## src/rtl/ifetch_mem_ctrl.sv

```systemverilog
// Miss-side instruction fetch: four byte reads from the RAM port, assembled little-endian.
// Define IFETCH_PREFETCH_EN to add a one-entry next-word prefetch buffer (PREF state).
module ifetch_mem_ctrl #(
  parameter int RAM_LAT = 1
) (
  input  logic        clk_in,
  input  logic        rst_in,
  input  logic        rdy_in,
  input  logic        fetch_req,
  input  logic [31:0] fetch_addr,
  input  logic        fetch_flush,
  output logic        fetch_valid,
  output logic [31:0] fetch_inst,
  output logic        fetch_busy,
  output logic [31:0] mem_a,
  output logic        mem_req,
  output logic        mem_wr,
  input  logic [7:0]  mem_din
);
  // Byte i is issued at cnt=i and lands RAM_LAT cycles later, so the last capture is at 3+RAM_LAT.
  localparam logic [2:0] CNT_LAST = 3'(3 + RAM_LAT);

`ifdef IFETCH_PREFETCH_EN
  typedef enum logic [1:0] {S_IDLE, S_FETCH, S_DONE, S_PREF} state_t;
`else
  typedef enum logic [1:0] {S_IDLE, S_FETCH, S_DONE} state_t;
`endif

  state_t      state_q, state_d;
  logic [2:0]  cnt_q, cnt_d, cnt_eff;
  logic [31:0] addr_q, addr_d, word_q, word_d, inst_q, inst_d, req_addr;
  logic        paused_q, in_engine, last_step, start;
`ifdef IFETCH_PREFETCH_EN
  logic        buf_vld_q, buf_vld_d, addr_hit;
  assign addr_hit  = (req_addr == addr_q);
  assign in_engine = (state_q == S_FETCH) || (state_q == S_PREF);
`else
  assign in_engine = (state_q == S_FETCH);
`endif

  assign req_addr  = fetch_addr & 32'hFFFF_FFFC;
  // RAM data seen across a pause is untrusted, so the first ready cycle re-issues byte 0.
  assign cnt_eff   = (paused_q && rdy_in) ? 3'd0 : cnt_q;
  assign last_step = (cnt_eff == CNT_LAST);

  assign mem_req     = in_engine && (cnt_eff < 3'd4);
  assign mem_a       = mem_req ? addr_q + {30'd0, cnt_eff[1:0]} : 32'd0;
  assign mem_wr      = 1'b0;
  assign fetch_busy  = (state_q == S_FETCH) || (state_q == S_DONE);
  assign fetch_valid = (state_q == S_DONE) && rdy_in && !fetch_flush;
  assign fetch_inst  = fetch_valid ? word_q : inst_q;

  always_comb begin
    state_d = state_q;
    cnt_d   = cnt_q;
    addr_d  = addr_q;
    word_d  = word_q;
    inst_d  = inst_q;
    start   = 1'b0;
`ifdef IFETCH_PREFETCH_EN
    buf_vld_d = buf_vld_q;
`endif
    if (rdy_in) begin
      if (in_engine) begin
        case (cnt_eff)
          3'd1:    word_d[7:0]   = mem_din;
          3'd2:    word_d[15:8]  = mem_din;
          3'd3:    word_d[23:16] = mem_din;
          3'd4:    word_d[31:24] = mem_din;
          default: ;
        endcase
        cnt_d = last_step ? 3'd0 : cnt_eff + 3'd1;
      end
      case (state_q)
        S_IDLE: begin
          start = fetch_req;
`ifdef IFETCH_PREFETCH_EN
          if (fetch_req && buf_vld_q && addr_hit) begin
            start   = 1'b0;
            state_d = S_DONE;
          end
`endif
        end
        S_FETCH: if (last_step) state_d = S_DONE;
        S_DONE: begin
          inst_d = word_q;
`ifdef IFETCH_PREFETCH_EN
          state_d   = S_PREF;
          addr_d    = addr_q + 32'd4;
          cnt_d     = 3'd0;
          buf_vld_d = 1'b0;
`else
          state_d = S_IDLE;
`endif
        end
`ifdef IFETCH_PREFETCH_EN
        // A request for the word being prefetched turns the prefetch into the demand fetch.
        S_PREF: begin
          if (fetch_req && !addr_hit) start = 1'b1;
          else if (fetch_req)         state_d = last_step ? S_DONE : S_FETCH;
          else if (last_step) begin
            state_d   = S_IDLE;
            buf_vld_d = 1'b1;
          end
        end
`endif
        default: state_d = S_IDLE;
      endcase
      if (fetch_flush) begin
        state_d = S_IDLE;
        cnt_d   = 3'd0;
        inst_d  = inst_q;
        start   = fetch_req;
      end
      if (start) begin
        state_d = S_FETCH;
        cnt_d   = 3'd0;
        addr_d  = req_addr;
      end
`ifdef IFETCH_PREFETCH_EN
      if (start || fetch_flush) buf_vld_d = 1'b0;
`endif
    end
  end

  always_ff @(posedge clk_in or negedge rst_in) begin
    if (!rst_in) begin
      state_q  <= S_IDLE;
      cnt_q    <= 3'd0;
      addr_q   <= 32'd0;
      word_q   <= 32'd0;
      inst_q   <= 32'd0;
      paused_q <= 1'b0;
`ifdef IFETCH_PREFETCH_EN
      buf_vld_q <= 1'b0;
`endif
    end else begin
      state_q <= state_d;
      cnt_q   <= cnt_d;
      addr_q  <= addr_d;
      word_q  <= word_d;
      inst_q  <= inst_d;
      if (!rdy_in) begin
        if (in_engine) paused_q <= 1'b1;
      end else begin
        paused_q <= 1'b0;
      end
`ifdef IFETCH_PREFETCH_EN
      buf_vld_q <= buf_vld_d;
`endif
    end
  end
endmodule

```

## config.mk

```make
export PLATFORM = sky130hd
export DESIGN_NAME = ifetch_mem_ctrl
export DESIGN_NICKNAME = d
export VERILOG_FILES = /design/src/rtl/ifetch_mem_ctrl.sv
export SDC_FILE = /design/constraint.sdc
export NUM_CORES = 1
export LEC_CHECK = 0
export CELL_PAD_IN_SITES_DETAIL_PLACEMENT = 0
export CELL_PAD_IN_SITES_GLOBAL_PLACEMENT = 1
export CORE_MARGIN = 5
export CORE_UTILIZATION = 32
export CTS_BUF_LIST = sky130_fd_sc_hd__clkbuf_16
export DETAILED_ROUTE_END_ITERATION = 16
export PLACE_DENSITY_LB_ADDON = 0.1
export SYNTH_ARGS = -nofsm -noshare
export SYNTH_HDL_FRONTEND = slang
export SYNTH_SLANG_ARGS = --single-unit
export TNS_END_PERCENT = 10
```

## constraint.sdc

```tcl
create_clock -name clk_in -period 3.2 [get_ports clk_in]
set_input_delay 0.64 -clock clk_in [delete_from_list [all_inputs] [get_ports clk_in]]
set_output_delay 0.64 -clock clk_in [all_outputs]
set_load 0.05 [all_outputs]
```

==> reports/results.txt, run 1 <==
Summing over every cut layer, the via total after detailed routing is 3,021. The number of max-slew violations in the final report is 0, and the total setup buffers inserted after CTS is 0. Async set or reset register ratio after synthesis: 100%. Along the worst path, the maximum fanout reaches 34.

The power per cell area is 592 nW/um2, and the core box area is 14,400 um2. For the number of max-cap violations, the log shows 0. The cell type with the highest aggregate area in the netlist is sky130_fd_sc_hd__dfrtp_1.

The flop and latch count out of synthesis was 100. The filler cells instantiated in the layout total 1,260. The share of Yosys cell area claimed by the top area cell type is 54.0%.

The y dimension of the die came out at 130 um. TritonCTS built the clock tree. The via count of the first global-routing pass is 3,319, and the fraction of layout instances using a drive strength above 1 is 49.3%.

Die span in x: 130 um. Setup repair after global routing left no endpoint under its margin. For the sink count of the clock tree, the log shows 100. For the cell count after synthesis, the log shows 329. The tools report the CTS H-tree depth as 3. Sorting the synthesized cells by area gives the leading types as sky130_fd_sc_hd__dfrtp_1 (54%), sky130_fd_sc_hd__mux2_2 (29%), sky130_fd_sc_hd__and3_1 (4.5%).

The congestion estimate from routability-driven global placement came to 0.755. Adding up every negative setup slack in the final design gives 0 ns. The tools report the final setup slack of the worst path as 0.338 ns. The final critical path takes up 89.4% of the cycle.

In this run the worst setup path begins at rdy_in. The run gives 488 as the post-layout net count. By startpoint and endpoint, the worst setup path is classified as in -> out. After clock tree synthesis, the flow added hold-fix buffers numbering 0. The tools report the terminus of the critical flop-to-flop path as word_q[21]. The ratio of routed vias to standard cells was 4.83; the cell depth of the worst flop-to-flop path was 6. For the floorplan die area, the log shows 17,000 um2. The leakage power of the design was 3.29 nW. Static timing analysis puts the maximum clock frequency at 0.349 GHz. At the worst endpoint, the arrival time is 2.22 ns.

TritonCTS created 9 clock buffers. VDD sags by at most 0.277 mV. The worst setup path is launched from a primary input.

The count of cells in the finished layout, fillers not included, comes to 626. Following the worst setup path forward leads to its endpoint at fetch_inst[24]. The first-pass GRT wire length was 17.3 mm. Number of hold violations in the final report: 0.

The worst setup path is captured at an output port. The most used flip-flop cell after synthesis is sky130_fd_sc_hd__dfrtp_1. Summed over all layers, the global routing overflow is 0. The run finished with clean final reports. Entering global routing, the biggest net connects 65 pins.

The area growth from synthesis to layout is 47.4%. The half-perimeter wire length after placement is 7.29 mm. The insertion delay to the later sink of the worst-skew pair is 0.34 ns. The first routing iteration left 160 violations. The count of boundary I/O pins was 113. Summing all placed instances gives a cell area of 6540 um2. The number of antenna diodes in the final layout is 0. For this run, the total global-route usage over all layers was measured as 13.1%. Across all hold checks on the routed design, the worst slack comes to 0.403 ns.

The most common library cell in the layout ignoring fill and taps is sky130_fd_sc_hd__mux2_2. Measured against its own limit, the worst slew margin works out to 42.7%. The run gives 47.6% as the share of the core filled with cells.

The count of nets left with antenna violations once routing finished came out at 0. The logs give 612 for the total instance count after detailed placement and 0 for the number of cells upsized or downsized after cts. Data on the critical path is required at its endpoint by 2.56 ns. Each instance of the synthesized netlist takes up on average 14.1 um2. The type of the most critical hold path was in -> async. The run gives 0 as the number of antenna violations at the first check in global routing. The design draws 4.05 mW. In this run the critical register-to-register path is launched from state_q[1]. The effective utilization at floorplan came out at 32.3%.

For the post-route cell area, the log shows 6830 um2. Synthesis produced a netlist with a net count of 378. The synthesized area is 4640 um2. Counting flops with a built-in enable in the synthesized netlist gives 0. After clock tree synthesis, the clock-pin slew on the worst setup and hold paths is 0.06 ns. Cell at the root of the clock tree: sky130_fd_sc_hd__clkbuf_16.

The tools report the unique cell type count in the Yosys netlist as 37. Dividing the detail-routed wire length by the instance count gives 16.9 um. The slew of the pin with the lowest slew margin is 0.859 ns. Worst-case register-to-register setup slack: 1.27 ns. In the layout the commonest cells are sky130_fd_sc_hd__mux2_2 (118), sky130_fd_sc_hd__dfrtp_1 (100), sky130_fd_sc_hd__buf_12 (64), sky130_fd_sc_hd__clkdlybuf4s50_1 (42), sky130_fd_sc_hd__and3_1 (33). The first detailed-routing pass ran for 4 iterations. Setup violations remaining at the end of the flow were counted as 0. On the final layout, the worst clock skew is 0.00621 ns.

Buffers placed on the I/O ports in this run total 109. The total DRC errors in the routed layout was 0; the post-placement setup slack was 0.336 ns. The worst path in the final design needs a cycle of 2.86 ns, including I/O delays and setup.

Of the synthesized area, sequential elements account for 54.0%. For the maximum buffer depth of the clock tree, the log shows 2. The run gives 44 as the site row count.

Wires add up to 10.6 mm. Yosys printed 0 warnings.
## routing by layer
metal	global-route usage (%)	vias to the layer above	routed length, um
met2	21.5	80	5220
met3	3.60	14	660
met1	16.6	1527	4480
met5	0	-	0
li1	-	1400	-
met4	5.32	0	201
## where the power goes
| group | switching (mW) | internal, mW | total, mW | leakage (nW) |
|---|---|---|---|---|
| clock | 0.446 | 0.668 | 1.11 | 0.151 |
| combinational | 0.668 | 0.653 | 1.32 | 1.84 |
| sequential | 0.132 | 1.48 | 1.61 | 1.31 |
| total | 1.25 | 2.80 | 4.05 | 3.29 |
## how the worst min path moves through the flow
| stage | slack [ns] | end | cells after the start | startpoint |
|---|---|---|---|---|
| floorplan | 0.34 | addr_q[10] | 0 | rst_in |
| global placement | 0.47 | addr_q[20] | 1 | addr_q[20] |
| detailed placement | 0.48 | addr_q[20] | 1 | addr_q[20] |
| CTS | 0.44 | word_q[13] | 1 | rst_in |
| global route | 0.50 | word_q[13] | 1 | rst_in |
| finish | 0.40 | word_q[13] | 1 | rst_in |
## cell type report
cell class | instances | area, um2 | area share, %
Multi-Input combinational cell | 204 | 1990 | 29.1
Inverter | 6 | 22.5 | 0.330
Clock inverter | 5 | 71.3 | 1.04
Sequential cell | 100 | 2500 | 36.6
Timing Repair Buffer | 118 | 1790 | 26.2
Tap cell | 184 | 230 | 3.37
Clock buffer | 9 | 225 | 3.30
## critical path: stages
cell and delay, ns:
sky130_fd_sc_hd__clkdlybuf4s50_1 0.58, sky130_fd_sc_hd__nand3b_4 0.20, sky130_fd_sc_hd__buf_12 0.22, sky130_fd_sc_hd__mux2_2 0.40, sky130_fd_sc_hd__buf_12 0.16
## synthesized netlist by cell type, types with 2 or more instances
library cell and number:
sky130_fd_sc_hd__mux2_2 118, sky130_fd_sc_hd__dfrtp_1 100, sky130_fd_sc_hd__and3_1 33, sky130_fd_sc_hd__buf_6 6, sky130_fd_sc_hd__clkbuf_1 6, sky130_fd_sc_hd__inv_1 6, sky130_fd_sc_hd__nor2_1 6, sky130_fd_sc_hd__buf_2 5
sky130_fd_sc_hd__mux2_4 5, sky130_fd_sc_hd__ha_1 4, sky130_fd_sc_hd__nand2_1 4, sky130_fd_sc_hd__mux2_1 3, sky130_fd_sc_hd__nor2b_1 3, sky130_fd_sc_hd__a21oi_1 2, sky130_fd_sc_hd__buf_4 2, sky130_fd_sc_hd__nand2_4 2
sky130_fd_sc_hd__nand3_1 2, sky130_fd_sc_hd__o2111ai_1 2, sky130_fd_sc_hd__o21ai_0 2
## cell families after synthesis
kind of cell               count (synthesis)  share of synthesized area [%]
other                                      1                         0.0809
and+or+nand+nor                           60                           8.42
buffers and inverters                     25                           3.29
muxes                                    126                           31.0
DFF                                      100                           54.0
adders and majority gates                  4                           1.08
AOI/OAI and AO/OA                         13                           2.13
## state kept, by name (all words and copies together), names as in the netlist
signal	cells
paused_q	1
state_q	2
cnt_q	3
addr_q	30
inst_q	32
word_q	32
(Power assumes the default switching activity.)
==> run 2: changes to the inputs <==
--- a/config.mk
+++ b/config.mk
@@ -11,7 +11,7 @@
 export CORE_UTILIZATION = 32
 export CTS_BUF_LIST = sky130_fd_sc_hd__clkbuf_16
 export DETAILED_ROUTE_END_ITERATION = 16
-export PLACE_DENSITY_LB_ADDON = 0.1
+export PLACE_DENSITY_LB_ADDON = 0.2
 export SYNTH_ARGS = -nofsm -noshare
 export SYNTH_HDL_FRONTEND = slang
 export SYNTH_SLANG_ARGS = --single-unit
==> run 2 against run 1 <==
Sequential share of layout area rose by 0.19 points. Design area decreased by 0.51%. Global-route usage fell by 0.052 points. Via count is 2.0% lower. Hold slack worse by 0.10 ns. Maximum frequency down 1.1%. Clock-buffer cell count unchanged. Final cell count increased by 0.16%. Critical path type unchanged. Critical endpoint is now fetch_inst[31]. Highest routed layer unchanged.
==> reports/results.txt, run 2 (synthesized netlist as in run 1, its figures left out) <==
The final routed wire length divided by cell count was 16.5 um (was 16.9 um); the period utilization was 90.4% (was 89.4%). The logic gate share of total power is 33.4% (was 32.6%), and the critical-path maximum fanout is 21 (was 34). CP Cell Sequence: clkdlybuf4s50_1 -> nand3b_2 -> buf_4 -> mux2_2 -> buf_12 (was clkdlybuf4s50_1 -> nand3b_4 -> buf_12 -> mux2_2 -> buf_12).

The maximum number of pins on one net before global-route repair is 59 (was 65). Start point of the critical path: fetch_flush (was rdy_in). The post-layout net count was 487 (was 488). The y dimension of the die is 130 um (unchanged). Leading cell types in the layout, fill and taps excluded: sky130_fd_sc_hd__mux2_2 (118), sky130_fd_sc_hd__dfrtp_1 (100), sky130_fd_sc_hd__buf_12 (64), sky130_fd_sc_hd__clkdlybuf4s50_1 (42), sky130_fd_sc_hd__and3_1 (33) (unchanged).

Number of max-cap violations: 0 (unchanged). The proportion of power drawn by flip-flops and latches was 40.9% (was 39.8%). The tools report the type of element capturing the critical path as an output port (unchanged). For the core box area, the log shows 14,400 um2 (unchanged). Final wirelength: 10.3 mm (was 10.6 mm). The maximum buffer depth of the clock tree is 2 (unchanged), and the number of cells upsized or downsized after cts is 0 (unchanged). The cell depth of the worst flop-to-flop path is 5 (was 6), and the power per cell area is 582 nW/um2 (was 592 nW/um2). The die span in x is 130 um (unchanged). The final weighted congestion in routability-driven placement was 0.788 (was 0.755); the count of port buffers added during placement was 109 (unchanged). The fraction of layout instances using a drive strength above 1 is 50.1% (was 49.3%), and the data required time at the worst endpoint is 2.56 ns (about the same). The clock transition at the register clock pins on the worst setup and hold paths after CTS works out to 0.07 ns (was 0.06 ns). The relative area change from synthesis to final layout is 46.6% (was 47.4%), and the length of the first detailed-routing pass in iterations is 4 (unchanged). For the count of vias placed by the detailed router, the log shows 2,961 (was 3,021). The number of buffers created by CTS was 9 (unchanged); the final non-filler cell total was 627 (was 626). For the number of hold violations in the final report, the log shows 0 (unchanged). The slew of the pin with the lowest slew margin came out at 0.637 ns (was 0.859 ns). The number of antenna diodes came out at 0 (unchanged). The first-pass GRT wire length came out at 17.2 mm (was 17.3 mm). The number of max-slew violations in the final report is 0 (unchanged), and the internal cell power is 2.67 mW (was 2.80 mW).

The insertion delay to the later sink of the worst-skew pair is 0.35 ns (was 0.34 ns), and the combined global-route utilization of all metal layers is 13.1% (about the same). The run gives 3.26 nW (was 3.29 nW) as the leakage power of the design. The total DRC errors in the routed layout is 0 (unchanged). The startpoint type of the worst setup path is a primary input (unchanged).

Highest-delay cell along the critical path: sky130_fd_sc_hd__clkdlybuf4s50_1 (unchanged). For the violation count after the first detailed-route iteration, the log shows 141 (was 160). The aggregate negative setup slack is 0 ns (unchanged), and the power spent charging and discharging nets is 1.29 mW (was 1.25 mW).

The post-route minimum period was 2.89 ns (was 2.86 ns); the final setup slack of the worst path was 0.307 ns (was 0.338 ns). For the CTS H-tree depth, the log shows 3 (unchanged). Capture point of the critical path: fetch_inst[31] (was fetch_inst[24]). The tools report the cell at the root of the clock tree as sky130_fd_sc_hd__clkbuf_16 (unchanged).

For the number of antenna violations at the first check in global routing, the log shows 0 (unchanged). The launch instance of the worst register-to-register path is state_q[0] (was state_q[1]). The effective utilization at floorplan is 32.3% (unchanged), and the maximum ir drop on the vdd rail is 0.339 mV (was 0.277 mV). The terminus of the critical flop-to-flop path is addr_q[10] (was word_q[21]). For the worst slew margin relative to its limit, the log shows 57.3% (was 42.7%). For the site row count, the log shows 44 (unchanged). The run finished with clean final reports.

The arrival time at the worst endpoint was 2.25 ns (was 2.22 ns); the floorplan die area was 17,000 um2 (unchanged). The kind of critical path was in -> out (unchanged). The switching power share of the total is 32.6% (was 30.8%), and the worst-case register-to-register setup slack is 1.21 ns (was 1.27 ns). The ratio of routed vias to standard cells was 4.72 (was 4.83).

The number of nets with antenna violations after routing came out at 0 (unchanged). The clock group share of total power was 25.7% (was 27.5%). TritonCTS built the clock tree. The setup-violating endpoint count in the final report was 0 (unchanged). The most common library cell in the layout ignoring fill and taps was sky130_fd_sc_hd__mux2_2 (unchanged). The via count of the first global-routing pass came out at 3,237 (was 3,319).

The run gives 100 (unchanged) as the sink count of the clock tree. The type of the most critical hold path is in -> async (unchanged). For the post-placement setup slack, the log shows 0.293 ns (was 0.336 ns). The logs give 113 (unchanged) for the count of boundary I/O pins and 611 (was 612) for the total instance count after detailed placement. The critical path depth works out to 5 (unchanged). Largest regs: inst_q: 32 flops, word_q: 32 flops, addr_q: 30 flops (unchanged). The cell type group with the largest total delay on the critical path was buffers and inverters (unchanged).

The tools report the final global-route overflow total as 0 (unchanged). The top achievable clock speed is 0.346 GHz (was 0.349 GHz), and the buffering stage count on the worst path with inverters included is 3 (unchanged). For the half-perimeter wire length after placement, the log shows 7.25 mm (was 7.29 mm). Setup repair after global routing left no endpoint under its margin. The run gives 0 (unchanged) as the total setup buffers inserted after CTS. The critical path's largest stage delay is 0.53 ns (was 0.58 ns). The setup clock skew after layout was 0.00584 ns (was 0.00621 ns).

For the hold-fix buffer count after cts, the log shows 0 (unchanged).
[run 2: cell count changes in the layout (fill, tap and decap cells not counted)]
cell                         before  now
sky130_fd_sc_hd__buf_4           12   11
sky130_fd_sc_hd__bufinv_16        2    0
sky130_fd_sc_hd__clkinv_1         1    0
sky130_fd_sc_hd__clkinv_2         0    2
sky130_fd_sc_hd__clkinv_4         0    3
sky130_fd_sc_hd__clkinvlp_4       0    1
sky130_fd_sc_hd__inv_1            8    6
sky130_fd_sc_hd__inv_6            0    1
sky130_fd_sc_hd__nand3b_2         0    1
sky130_fd_sc_hd__nand3b_4         1    0
[run 2: layout make-up]
type,count,area [um2]
clock inverters,7,52.6
flip-flops and latches,100,2500
inverters,6,22.5
repair buffers,117,1780
multi-input cells,204,1980
well taps,184,230
clock buffers,9,225
fillers,1274,7570
[run 2: routing by layer]
| metal | wire length, um | up-vias | GRT usage [%] | share of wire (%) |
|---|---|---|---|---|
| met4 | 174 | 0 | 4.90 | 1.7 |
| met5 | 0 | - | 0 | 0 |
| met1 | 4350 | 1473 | 16.6 | 42 |
| met3 | 773 | 14 | 4.54 | 7.5 |
| met2 | 5040 | 83 | 20.8 | 49 |
| li1 | - | 1391 | - | - |
[run 2: power by group through the flow]
stage	Clock, mW	Sequential (mW)	Combinational [mW]
2_1_floorplan	0	1.59	0.742
3_3_place_gp	0	1.63	1.32
3_5_place_dp	0	1.64	1.34
4_1_cts	1.06	1.62	1.34
5_1_grt	1.13	1.65	1.40
6_report	1.02	1.62	1.32
[run 2: worst min-delay path by stage]
stage / start / to / slack, ns / depth (start not counted)
floorplan: rst_in / addr_q[10] / 0.34 / 0
global placement: addr_q[20] / addr_q[20] / 0.47 / 1
detailed placement: addr_q[20] / addr_q[20] / 0.48 / 1
CTS: rst_in / inst_q[20] / 0.31 / 1
global route: rst_in / inst_q[14] / 0.33 / 1
finish: rst_in / inst_q[14] / 0.30 / 1
[run 2: stage by stage]
| step | instance area, um2 | power (mW) | utilization, % | hold slack, ns |
|---|---|---|---|---|
| 2_1_floorplan | 4640 | 2.34 | - | 0.344 |
| 3_3_place_gp | 6520 | 2.95 | 45.4 | 0.466 |
| 3_5_place_dp | 6520 | 2.98 | 45.4 | 0.476 |
| 4_1_cts | 6800 | 4.02 | 47.3 | 0.307 |
| 5_1_grt | 6800 | 4.18 | 47.3 | 0.332 |
| 6_report | 6800 | 3.95 | 47.3 | 0.299 |
[run 2: worst register-to-register path: cells and delay by family, from the launching register on]
kind / cells / cell delay [ns]
buffers and inverters: 2 / 0.35
multiplexers: 1 / 0.37
flip-flops: 1 / 0.39
adder cells (fa/ha/maj): 1 / 0.23
AO/OA/AOI/OAI: 1 / 0.54
==> run 3: changes to the inputs <==
--- a/config.mk
+++ b/config.mk
@@ -5,8 +5,6 @@
 export SDC_FILE = /design/constraint.sdc
 export NUM_CORES = 1
 export LEC_CHECK = 0
-export CELL_PAD_IN_SITES_DETAIL_PLACEMENT = 0
-export CELL_PAD_IN_SITES_GLOBAL_PLACEMENT = 1
 export CORE_MARGIN = 5
 export CORE_UTILIZATION = 32
 export CTS_BUF_LIST = sky130_fd_sc_hd__clkbuf_16
==> run 3 against run 2 <==
Final cell count up 0.32%. Critical path depth is the same. Design area up 0.44%. Via count grew 1.0%. Highest routed layer unchanged. Combinational power hardly changed. Setup slack worse by 0.0019 ns. Non-clock buffer count up 2. Routed wire length increased by 1.3%. Die area did not move. Flip-flop and latch count stayed put. Total power is 3.9% higher.
==> reports/results.txt, run 3 (synthesized netlist as in run 1, its figures left out) <==
The fraction of layout instances using a drive strength above 1 is 50.1% (about the same). Leading cell types in the layout, fill and taps excluded: sky130_fd_sc_hd__mux2_2 (118), sky130_fd_sc_hd__dfrtp_1 (100), sky130_fd_sc_hd__buf_12 (62), sky130_fd_sc_hd__clkdlybuf4s50_1 (42), sky130_fd_sc_hd__and3_1 (33) (was sky130_fd_sc_hd__mux2_2 (118), sky130_fd_sc_hd__dfrtp_1 (100), sky130_fd_sc_hd__buf_12 (64), sky130_fd_sc_hd__clkdlybuf4s50_1 (42), sky130_fd_sc_hd__and3_1 (33)). The share of the core filled with cells came out at 47.5% (was 47.3%). The tools report the floorplan die area as 17,000 um2 (unchanged). The tools report the first-pass GRT wire length as 16.9 mm (was 17.2 mm). The insertion delay to the later sink of the worst-skew pair is 0.35 ns (about the same), and the setup-violating endpoint count in the final report is 0 (unchanged). The tools report the type of element capturing the critical path as an output port (unchanged).

The logs give 0 (unchanged) for the number of max-slew violations in the final report and 0.345 GHz (was 0.346 GHz) for the top achievable clock speed. The logs give 0 (unchanged) for the final global-route overflow total and 9 (unchanged) for the number of buffers created by CTS. Cell at the root of the clock tree: sky130_fd_sc_hd__clkbuf_16 (unchanged). The core box area is 14,400 um2 (unchanged). Largest regs: inst_q: 32 flops, word_q: 32 flops, addr_q: 30 flops (unchanged).

The sequential cell area is 2500 um2 (unchanged), and the critical-path maximum fanout is 52 (was 21). TritonCTS built the clock tree. Kind of critical path: in -> out (unchanged). The post-route minimum period is 2.90 ns (was 2.89 ns). The site row count was 44 (unchanged).

The fill cell total of the finished layout is 1,281 (was 1,274). The tools report the post-route cell area as 6830 um2 (was 6800 um2). The worst slew margin relative to its limit is 50.6% (was 57.3%).

The combined global-route utilization of all metal layers was 13.0% (was 13.1%); the relative area change from synthesis to final layout was 47.3% (was 46.6%). The maximum number of pins on one net before global-route repair came out at 60 (was 59). The final routed wire length divided by cell count was 16.7 um (was 16.5 um); the ratio of routed vias to standard cells was 4.76 (was 4.72). The tools report the setup clock skew after layout as 0.00411 ns (was 0.00584 ns). The y dimension of the die was 130 um (unchanged); the worst hold slack was 0.344 ns (was 0.299 ns). The cell area reported after detailed placement was 6510 um2 (was 6520 um2).

The arrival time at the worst endpoint is 2.26 ns (was 2.25 ns), and the count of boundary I/O pins is 113 (unchanged). The final weighted congestion in routability-driven placement is 0.764 (was 0.788). The hold-fix buffer count after cts was 0 (unchanged). The run gives 100 (unchanged) as the sink count of the clock tree. The power per cell area was 602 nW/um2 (was 582 nW/um2).

The number of antenna violations at the first check in global routing is 0 (unchanged), and the count of port buffers added during placement is 109 (unchanged). The tools report the via count of the first global-routing pass as 3,162 (was 3,237). The type of the most critical hold path was in -> async (unchanged).

The run gives 2,991 (was 2,961) as the count of vias placed by the detailed router. Most common library cell in the layout ignoring fill and taps: sky130_fd_sc_hd__mux2_2 (unchanged). The die span in x was 130 um (unchanged); the clock transition at the register clock pins on the worst setup and hold paths after CTS was 0.07 ns (about the same). The tools report the aggregate negative setup slack as 0 ns (unchanged). The run gives 10.5 mm (was 10.3 mm) as the final wirelength. The number of hold violations in the final report is 0 (unchanged). The logs give 0.295 mV (was 0.339 mV) for the maximum ir drop on the vdd rail and 4.11 mW (was 3.95 mW) for the overall power after layout. The CTS H-tree depth is 3 (unchanged).

The startpoint type of the worst setup path was a primary input (unchanged). The violation count after the first detailed-route iteration was 199 (was 141). The run finished with clean final reports. The worst-case register-to-register setup slack is 1.29 ns (was 1.21 ns). The logs give 0 (unchanged) for the number of cells upsized or downsized after cts and 0 (unchanged) for the number of nets with antenna violations after routing.

The total DRC errors in the routed layout is 0 (unchanged). The slew of the pin with the lowest slew margin was 0.741 ns (was 0.637 ns). The maximum buffer depth of the clock tree was 2 (unchanged); the length of the first detailed-routing pass in iterations was 4 (unchanged). Setup repair after global routing left no endpoint under its margin. The period utilization works out to 90.5% (was 90.4%). The run gives 0 (unchanged) as the total setup buffers inserted after CTS. Leakage power of the design: 3.28 nW (was 3.26 nW). The number of max-cap violations is 0 (unchanged). The logs give 1980 um2 (unchanged) for the multi-input gate area in the final layout and 0 (unchanged) for the number of antenna diodes. The run gives 2.56 ns (about the same) as the data required time at the worst endpoint. The run gives 32.3% (unchanged) as the effective utilization at floorplan. The half-perimeter wire length after placement was 7.36 mm (was 7.25 mm). The tools report the post-layout net count as 489 (was 487).
[run 3: cell types whose count changed in the layout (fill, tap and decap cells not counted), sizes merged]
cell,change
clkinvlp,+1
buf,+2
clkinv,-3
bufinv,+2
[run 3: path summary, 6_finish.rpt]
| check | end | depth (start not counted) | startpoint |
|---|---|---|---|
| setup reg to reg | word_q[20] | 6 | paused_q |
| hold reg to reg | addr_q[20] | 1 | addr_q[20] |
| min in group clk_in | addr_q[20] | 1 | addr_q[20] |
| setup / recovery | fetch_inst[14] | 5 | fetch_flush |
| max in group asynchronous | addr_q[12] | 2 | rst_in |
| hold / removal | word_q[20] | 1 | rst_in |
[run 3: layer usage]
metal	global-route usage (%)	up-vias	part of all wire (%)
met5	0	-	0
met4	4.54	0	1.5
met3	5.94	11	9.5
met2	19.8	92	47
met1	16.3	1486	42
li1	-	1402	-
[run 3: power breakdown]
part           total, mW  switching (mW)  internal (mW)
logic               1.32           0.669          0.652
registers           1.61           0.132           1.48
clock network       1.17           0.492          0.682
[run 3: critical path: stages]
cell	delay [ns]
sky130_fd_sc_hd__clkdlybuf4s50_1	0.54
sky130_fd_sc_hd__nand3b_2	0.20
sky130_fd_sc_hd__buf_12	0.28
sky130_fd_sc_hd__mux2_2	0.42
sky130_fd_sc_hd__buf_12	0.16
[run 3: final cells by class]
cell class                      count  area share [%]
Tap cell                          184            3.37
Timing Repair Buffer              119            26.0
Clock buffer                        9            3.30
Sequential cell                   100            36.7
Inverter                            6           0.330
Clock inverter                      7            1.36
Multi-Input combinational cell    204            29.0
[run 3: per-stage QoR]
stage | setup WS [ns] | instances
final | 0.305 | 629
after floorplan | 0.441 | 329
after CTS | 0.297 | 629
after global placement | 0.316 | 613
after detailed placement | 0.296 | 613
after global routing | 0.264 | 629
==> RTL edit 1 (config.mk and constraints of run 1) <==
The option `IFETCH_PREFETCH_EN` is turned on by a define.
--- a/src/rtl/ifetch_mem_ctrl.sv
+++ b/src/rtl/ifetch_mem_ctrl.sv
@@ -1,4 +1,6 @@
 // Miss-side instruction fetch: four byte reads from the RAM port, assembled little-endian.
 // Define IFETCH_PREFETCH_EN to add a one-entry next-word prefetch buffer (PREF state).
+`define IFETCH_PREFETCH_EN
+
 module ifetch_mem_ctrl #(
   parameter int RAM_LAT = 1
Formal check against the unedited RTL: same outputs for any inputs over 4 cycles, from zero or initial values and one cycle with rst_in low; that may be too few to reach the edited logic, so the function may still have changed.
==> RTL edit 1 against run 1 <==
Largest power group is now combinational cells; maximum frequency fell by 6.4%; critical path type is now in2reg; setup slack worse by 0.19 ns; clock power is essentially flat; routed wire length grew 83%; total power is 120% higher; largest cell class is now multi-input gates; area after synthesis increased by 35%; sequential cell count is 1 higher; design area is 23% higher.
==> RTL edit 1: results (changes against run 1) <==
timing:
  worstMarginPinSlew_ns: 0.674  # -0.185 ns
  fin_skew_ns: 0.00808  # +0.00187 ns
  hold-worst-slack_ns: 0.285  # -0.118 ns
synth:
  synthTopCellsByArea: "dfrtp_1, mux2_2, xor2_1"
  yosys-top-cells-count: "dfrtp_1, mux2_2, nand2_1, nor2_1, clkbuf_1"
  ys_types: 56  # +51%
  synth_area_per_cell_um2: 10.2  # -28%
  ys_seq_area_frac: 0.404  # -0.135
outcome:
  status: "completed"
grt:
  grt_pass1_wl_um: 30500  # +76%
  first_global_vias: 5333  # +61%
  gr-usage-all-layers: 0.177  # +0.0450
pwr:
  power.leakage_nw: 3.71  # +13%
  comb_power_mw: 5.64  # +330%
setup_path:
  worstReg2RegEnd: "addr_q[17]"
  r2r_start: "addr_q[20]"
  cp-endpoint: "addr_q[17]"
  critPathSlowestCell: "or4_4"
  max_stage_delay_ns: 0.56  # -0.02 ns
  crit_start: "fetch_addr[29]"
  cp_data_arrival_time_ns: 3.35  # +1.13 ns
  path_max_fanout: 5  # -85%
clocking:
  clock_latency_ns: 0.36  # +0.02 ns
  cts.clk_slew.worst_paths_ns: 0.08  # +0.02 ns
placed_design:
  dp_slack_ns: -0.296  # -0.632 ns
  dpl_cell_area_um2: 8100  # +24%
  dp_hpwl_um: 14200  # +95%
layout:
  drive_above_1_share: 0.340  # -0.153
  utilization: 0.435  # -0.0406
  final_nets: 797  # +63%
detailed_routing:
  route.detailed.wl_per_inst_um: 19.1  # +13%
## RTL edit 1: cell type report
| type | instances | area share |
|---|---|---|
| clock buffers | 9 | 0.0268 |
| clock inverters | 7 | 0.00759 |
| inverters | 18 | 0.00803 |
| multi-input cells | 451 | 0.409 |
| flip-flops and latches | 101 | 0.301 |
| well taps | 265 | 0.0394 |
| repair buffers | 160 | 0.209 |
## RTL edit 1: logic make-up after synthesis
logic type | count (synthesis) | share of synthesized area
and+or+nand+nor | 192 | 0.154
muxes | 105 | 0.188
DFF | 101 | 0.404
AOI/OAI and AO/OA | 96 | 0.119
buffers and inverters | 64 | 0.0496
xor gates and xnor gates | 45 | 0.0631
adders and majority gates | 11 | 0.0220
other | 1 | 0.000600
## RTL edit 1: per-layer routing
metal / part of all wire / GRT usage
met5: 0 / 0
met4: 0.013 / 0.0485
met3: 0.049 / 0.0245
met2: 0.46 / 0.280
met1: 0.48 / 0.253
==> RTL edit 2 (config.mk and constraints of run 1) <==
Made on the original files. Take the reset off `word_q` and load it in a clocked block of its own.
--- a/src/rtl/ifetch_mem_ctrl.sv
+++ b/src/rtl/ifetch_mem_ctrl.sv
@@ -129,5 +129,4 @@
       cnt_q    <= 3'd0;
       addr_q   <= 32'd0;
-      word_q   <= 32'd0;
       inst_q   <= 32'd0;
       paused_q <= 1'b0;
@@ -139,5 +138,4 @@
       cnt_q   <= cnt_d;
       addr_q  <= addr_d;
-      word_q  <= word_d;
       inst_q  <= inst_d;
       if (!rdy_in) begin
@@ -151,4 +149,8 @@
     end
   end
+
+  always_ff @(posedge clk_in) begin
+    word_q <= word_d;
+  end
 endmodule
 
Formal check against the unedited RTL: no difference found for any inputs over 4 cycles, from zero or initial values and one cycle with rst_in low; that may be too few to reach the edited logic, so the function may still have changed.
==> RTL edit 2 against run 1 <==
First-iteration DRC count down 16%; total power up 7.8%; maximum frequency down 3.9%; sequential cell count unchanged; area after synthesis down 6.6%; largest cell class unchanged; highest routed layer unchanged; clock skew up 0.0047 ns; setup slack worse by 0.12 ns; sequential share of layout area up 3.5 points; critical path depth unchanged; die area down 6.1%; count of clock-buffer cells in the layout unchanged; routed wire length down 6.6%; sequential power down 2%; design area down 2.9%; critical endpoint is now fetch_inst[14].
==> RTL edit 2: results (changes against run 1) <==
synth:
  synth-compound-area-share: 0.0289  # +0.00758
  synthTopCellsByArea: "dfrtp_1, mux2_2, edfxtp_1"
  synth_fp_nets: 342  # -9.5%
  synthFlopType: "dfrtp_1"
  synth_xor_area_frac: 0  # unchanged
  synthAdderAreaFrac: 0.0116  # +0.000764
  yosys_warnings: 0  # unchanged
  ys_types: 33  # -11%
  yosys-top-cells-count: "mux2_2, dfrtp_1, and3_1, edfxtp_1, buf_2"
  ys_seq_area_frac: 0.615  # +0.0752
  synth_edf_count: 32  # +32
  synthMuxAreaShare: 0.245  # -0.0656
  async_reset_ff_frac: 0.680  # -0.320
  netlist_instances: 293  # -11%
layout:
  fillers: 1176  # -6.7%
  final_nets: 454  # -7.0%
  finalNonFillerCells: 586  # -6.4%
  drive_above_1_share: 0.461  # -0.0322
clocking:
  cts_buffer_depth: 2  # unchanged
  post_cts_buffers: 0  # unchanged
setup_path:
  cp-endpoint: "fetch_inst[14]"
  r2r_start: "paused_q"
  ff2ff_setup_slack_ns: 1.42  # +0.15 ns
  path_max_fanout: 27  # -21%
  cp-start-kind: "input port"
  worstReg2RegEnd: "word_q[16]"
  max_stage_delay_ns: 0.53  # -0.05 ns
  cp_data_arrival_time_ns: 2.34  # +0.12 ns
  crit_start: "fetch_flush"
  reg2regPathDepth: 4  # -2
  cpLargestDelayFamily: "buffers and inverters"
detailed_routing:
  drtIter0Drc: 135  # -16%
  first_pass_iters: 4  # unchanged
  vias: 2741  # -9.3%
  route.detailed.wl_per_inst_um: 16.8  # -0.21%
placed_design:
  io_buffers: 109  # unchanged
  dp_cells: 570  # -6.9%
  dp_hpwl_um: 6750  # -7.4%
  gp_congestion: 0.692  # -8.4%
  dp_slack_ns: 0.210  # -0.125 ns
outcome:
  status: "completed"
grt:
  first_global_vias: 2933  # -12%
  gr-usage-all-layers: 0.130  # -0.00128
  grt_pass1_wl_um: 16100  # -7.0%
  grt_max_degree: 69  # +6.2%
timing:
  fin_skew_ns: 0.0109  # +0.00472 ns
  worstMarginPinSlew_ns: 0.941  # +0.0820 ns
pwr:
  ir_drop_mv: 0.388  # +40%
  power.leakage_nw: 2.91  # -11%
worst_hold_path:
  hold_path.class: "in2async"
## RTL edit 2: worst register-to-register path, cell delays in order, from the launching register on
cell     delay [ns]
dfrtp_1        0.43
a21bo_4        0.18
buf_12         0.18
ha_1           0.16
and3_1         0.48
## RTL edit 2: area by class of cell
cell class	instances	area, um^2	share of cell area
clock inverter	7	67.6	0.0102
inverter	6	22.5	0.00339
clock buffer	9	225	0.0339
multi-input combinational	168	1560	0.235
timing repair buffer	120	1880	0.284
sequential	100	2660	0.401
tap	176	220	0.0332
## RTL edit 2: per-layer routing
layer  GRT usage  routed length (um)  vias up
met1       0.159                4210     1368
met2       0.206                4820       74
li1            -                   -     1291
met4      0.0379                 108        0
met3      0.0626                 733        8
met5           0                   0        -
## RTL edit 2: worst min path at each step
stage | startpoint | to | slack, ns | cells past startpoint
3_5_place_dp | inst_q[21] | inst_q[21] | 0.49 | 1
2_1_floorplan | rst_in | addr_q[10] | 0.34 | 0
5_1_grt | rst_in | addr_q[29] | 0.49 | 1
4_1_cts | rst_in | addr_q[29] | 0.46 | 1
3_3_place_gp | addr_q[15] | addr_q[15] | 0.48 | 1
6_report | rst_in | addr_q[29] | 0.42 | 1
## RTL edit 2: through the flow
step | instance area [um^2] | hold slack (ns)
floorplan | 4330 | 0.344
global placement | 6340 | 0.479
detailed placement | 6340 | 0.487
CTS | 6640 | 0.464
global route | 6640 | 0.495
finish | 6640 | 0.416
## RTL edit 2: where the power goes
part	internal, mW	total (mW)	switching [mW]
clock	0.603	1.08	0.476
sequential	1.48	1.57	0.0813
combinational	0.829	1.72	0.891
## RTL edit 2: cells by family (layout without fill, tap and decap cells)
group           after synthesis  count (layout)
flops                       100             100
mux                          94              94
simple gates                 53              53
buf+inv                      25             142
compound gates               16              16
fa+ha+maj                     4               4
other cells                   1               1
